`src/rtl/fetch_sequencer.sv`:
```
// Instruction fetch sequencer for the 16-bit CPU.
// Owns the program counter, addresses the combinational instruction memory and
// registers each fetched word plus its PC into a one-entry slot handed to decode
// under a valid/ready handshake. Supports redirects (which flush the slot) and a
// HALT state entered when a fetched word carries the halt opcode.
//
// Ports:
//   clk, rst_n      clock (rising edge), asynchronous active-low reset
//   imem_addr       word address to instruction memory (the PC register)
//   imem_data       instruction word for imem_addr (combinational memory)
//   redirect_valid  control-flow redirect request; redirect_pc is the target
//   out_valid/ready slot handshake toward decode
//   out_instr       registered instruction word
//   out_pc          PC that out_instr was fetched from
//   halted          high while in HALT
//   resume          leave HALT and continue from the current PC
//   fetch_count     number of completed handshakes (wraps)
module fetch_sequencer #(
  parameter logic [15:0] RESET_PC    = 16'h0000,
  parameter logic [3:0]  HALT_OPCODE = 4'hF
) (
  input  logic        clk,
  input  logic        rst_n,
  output logic [15:0] imem_addr,
  input  logic [15:0] imem_data,
  input  logic        redirect_valid,
  input  logic [15:0] redirect_pc,
  output logic        out_valid,
  input  logic        out_ready,
  output logic [15:0] out_instr,
  output logic [15:0] out_pc,
  output logic        halted,
  input  logic        resume,
  output logic [15:0] fetch_count
);

  typedef enum logic [0:0] {StRun, StHalt} state_e;

  state_e      state_q, state_d;
  logic [15:0] pc_q, pc_d;
  logic        valid_q, valid_d;
  logic [15:0] instr_q, instr_d;
  logic [15:0] opc_q, opc_d;
  logic [15:0] count_q, count_d;

  logic accept;
  logic slot_free;

  assign accept    = valid_q & out_ready;
  assign slot_free = ~valid_q | accept;

  always_comb begin
    state_d = state_q;
    pc_d    = pc_q;
    valid_d = valid_q;
    instr_d = instr_q;
    opc_d   = opc_q;
    count_d = count_q;

    if (redirect_valid) begin
      // Flush: a slot accepted in the same cycle is dropped and not counted.
      pc_d    = redirect_pc;
      valid_d = 1'b0;
      state_d = StRun;
    end else begin
      if (accept) begin
        count_d = count_q + 16'd1;
      end

      unique case (state_q)
        StRun: begin
          if (slot_free) begin
            instr_d = imem_data;
            opc_d   = pc_q;
            valid_d = 1'b1;
            pc_d    = pc_q + 16'd1;
            // The halt word itself is still delivered; only further fetches stop.
            if (imem_data[15:12] == HALT_OPCODE) begin
              state_d = StHalt;
            end
          end
        end
        StHalt: begin
          if (accept) begin
            valid_d = 1'b0;
          end
          if (resume) begin
            state_d = StRun;
          end
        end
        default: state_d = StRun;
      endcase
    end
  end

  always_ff @(posedge clk or negedge rst_n) begin
    if (!rst_n) begin
      state_q <= StRun;
      pc_q    <= RESET_PC;
      valid_q <= 1'b0;
      instr_q <= 16'h0000;
      opc_q   <= 16'h0000;
      count_q <= 16'h0000;
    end else begin
      state_q <= state_d;
      pc_q    <= pc_d;
      valid_q <= valid_d;
      instr_q <= instr_d;
      opc_q   <= opc_d;
      count_q <= count_d;
    end
  end

  assign imem_addr   = pc_q;
  assign out_valid   = valid_q;
  assign out_instr   = instr_q;
  assign out_pc      = opc_q;
  assign halted      = (state_q == StHalt);
  assign fetch_count = count_q;

endmodule

```
`config.mk`:
```
export PLATFORM = sky130hd
export DESIGN_NAME = fetch_sequencer
export DESIGN_NICKNAME = d
export VERILOG_FILES = /design/src/rtl/fetch_sequencer.sv
export SDC_FILE = /design/constraint.sdc
export NUM_CORES = 1
export LEC_CHECK = 0
export ABC_AREA = 1
export CAP_MARGIN = 5
export CELL_PAD_IN_SITES_DETAIL_PLACEMENT = 1
export CELL_PAD_IN_SITES_GLOBAL_PLACEMENT = 1
export CORE_MARGIN = 2
export CORE_UTILIZATION = 45
export DETAILED_ROUTE_END_ITERATION = 16
export DONT_BUFFER_PORTS = 1
export PLACE_DENSITY_LB_ADDON = 0.1
export SYNTH_ARGS = -nofsm -noshare
export SYNTH_HDL_FRONTEND = slang
export SYNTH_SLANG_ARGS = --single-unit
```
`constraint.sdc`:
```
create_clock -name clk -period 2 [get_ports clk]
set_clock_uncertainty 0.2 [all_clocks]
set_input_delay 0.2 -clock clk [delete_from_list [all_inputs] [get_ports clk]]
set_output_delay 0.2 -clock clk [all_outputs]
set_load 0.005 [all_outputs]
```
==> flow_metrics.tcl <==
set metrics [dict create \
    run_status "complete, but fails checks" \
    violations "negative hold slack" \
    synth_top_area_share_pct 51.52 \
    drive_gt1_share_pct 9.471 \
    critPathArrivalTime_ps 1980 \
    pre_cts_slack_ps 185.0 \
    final_hold_viol_count 12 \
    area_growth_syn_to_layout_pct 25.57 \
    clock-sinks 66 \
    worst_pin_slew_ps 439.0 \
    antenna_found_initial 0 \
    routedWlPerCell_um 17.49 \
    crit_required_ps 2080 \
    netlist_area_um2 3206 \
    cts_buffers 9 \
    synth.area.top_cells "dfrtp_1, nand2_1, inv_1" \
    cts_tree "done" \
    drc 0 \
    drt-vias-per-instance 5.189 \
    cts_setup_buffers 0 \
    die_w_um 88.40 \
    synthArstFlopShare_pct 100.0 \
    vdd_ir_drop_max_v 0.0004472 \
    crit_path_end_kind "flip-flop" \
    final_max_slew_viol_count 0 \
    clockBufferDepth 2 \
    io-pin-count 103 \
    detail-route-antenna-nets 0 \
    fillCellCount 841 \
    die_h_um 88.40 \
    dpl.cell_count 488 \
    min_period_over_period_pct 94.61 \
    grt_setup_unrepaired "no" \
    avgSynthCellArea_um2 8.034 \
    synth.most_common_cell "nand2_1" \
    postCtsHoldBufs 46 \
    grt_usage_pct 26.00 \
    netlist_instances 399 \
    max_freq_ghz 0.5285 \
    post-route-min-period_ps 1892 \
    grt_pass1_wl_mm 15.43 \
    initialDrtViolationCount 147 \
    clk_pin_slew_ps 70 \
    synth_edf_count 0 \
    cap_violations 0 \
    netlist_top_cells_count "nand2_1, dfrtp_1, inv_1, nor2_1" \
    num_antenna_cells 0 \
    place_congestion 0.7870 \
    dr.pass1.iters 4 \
    cp_max_fo 3 \
    syn_nets 438 \
    route.vias.total 2854 \
    die_area_um2 7815 \
    yosysTopAreaCell "dfrtp_1" \
    setup_viol 0 \
    critical_path_class "in2reg" \
    row_count 30 \
    hp-class "in2reg" \
    power_density_nw_per_um2 903.0 \
    fin_hold_ws_ps -228.8 \
    startpoint_type "input port" \
    fin_cells 550 \
    ys_seq_elements 66 \
    slew_headroom_pct 70.69 \
    ys_seq_area_share_pct 51.52 \
    dp_hpwl_mm 5.822 \
    clk_latency_ps 350 \
    synth_ff_type "dfrtp_1" \
    setup_tns_ps 0 \
    grt_start_max_net_pins 67 \
    setup_slack_ps 107.9 \
    ys_types 32 \
    leakage_uw 0.001969 \
    first_global_vias 3106 \
    drt_wl_total_mm 9.622 \
    port_buffers 0 \
    overflow 0 \
    core_area_um2 6832 \
    yosys_warnings 0 \
    start_util_pct 46.92 \
    root_buffer "clkbuf_8" \
    htree_levels 3 \
    fin_nets 488 \
]
[state kept, by name, summed over array words and instances, names as in the netlist]
register / cells
out_valid: 1
imem_addr: 16
fetch_count: 16
out_pc: 16
halted: 1
out_instr: 16
[layout make-up]
cell class,instances,area (um^2),share of cell area (%)
flip-flops and latches,66,1657,41.16
inverters,37,138.9,3.450
clock buffers,11,131.4,3.264
repair buffers,50,520.5,12.93
clock inverters,5,102.6,2.549
multi-input cells,285,1355,33.66
well taps,96,120.1,2.984
[logic make-up (layout without fill, tap and decap cells)]
kind of cell,Yosys count,in the layout,synth area share [%]
AND/OR/NAND/NOR,232,232,31.11
flip-flops,66,66,51.52
buffers and inverters,48,103,6.206
AO/OA/AOI/OAI,42,42,7.455
XOR/XNOR,9,9,2.927
adder cells (fa/ha/maj),2,2,0.7805
[layout by cell type (no fill, tap or decap), types with 3 or more instances in the layout]
master | Yosys | routed
dfrtp_1 | 66 | 62
nand2_1 | 161 | 161
xnor2_1 | 4 | 4
o21ai_1 | 3 | 3
nor2_4 | 3 | 3
a22oi_1 | 3 | 3
buf_4 | 1 | 3
xor2_1 | 3 | 3
nand3_1 | 22 | 22
nand4_1 | 5 | 5
nor2_1 | 28 | 28
nor2_2 | 3 | 3
dfrtp_2 | 0 | 4
inv_1 | 34 | 34
o21ai_0 | 22 | 22
a21oi_1 | 5 | 5
inv_2 | 3 | 3
bufinv_16 | 0 | 3
nand2_2 | 5 | 5
clkbuf_8 | 0 | 9
dlygate4sd3_1 | 0 | 45
[worst paths after layout]
check / from / slack (ps) / endpoint / cells after the start
max: out_ready / 110 / fetch_count[1] / 7
min: redirect_valid / -230 / halted / 1
max reg2reg: out_valid / 130 / fetch_count[1] / 6
min reg2reg: out_pc[15] / 310 / out_pc[15] / 2
max in group asynchronous: rst_n / 1090 / imem_addr[2] / 2
min in group asynchronous: rst_n / 190 / out_pc[11] / 2
[what timing repair did]
item,4_1_cts,5_1_grt
endpoints found under the setup margin,0,4
hold endpoints to repair,111,7
gates resized for setup,0,4
[worst max-delay path, cell delays in order]
cell	delay [ps]
dlygate4sd3_1	610
nand2_1	90
nor2_2	170
buf_4	160
dlygate4sd3_1	620
nand2_1	80
nand2_1	60
[power breakdown]
part	internal (uW)	switching (uW)	leakage, uW
Sequential	1520	234	0.000823
Clock	827	533	0.000114
Combinational	221	300	0.00103
[layer usage]
metal | global-route usage (%) | vias up | wire, um
li1 | - | 1354 | -
met1 | 33.43 | 1392 | 4046
met2 | 41.90 | 95 | 4697
met3 | 6.903 | 13 | 712
met4 | 10.47 | 0 | 166
met5 | 0 | - | 0
[per-stage QoR]
| step | total power, uW | area [um^2] | utilization (%) | hold slack [ps] |
|---|---|---|---|---|
| detailed placement | 2170 | 3308 | 48.42 | -294.0 |
| global placement | 2138 | 3308 | 48.42 | -293.9 |
| global route | 3821 | 4025 | 58.92 | -236.9 |
| CTS | 3636 | 4020 | 58.85 | -239.6 |
| finish | 3635 | 4025 | 58.92 | -228.8 |
| floorplan | 2023 | 3206 | - | -295.6 |
Power figures use the tool's default switching activity.
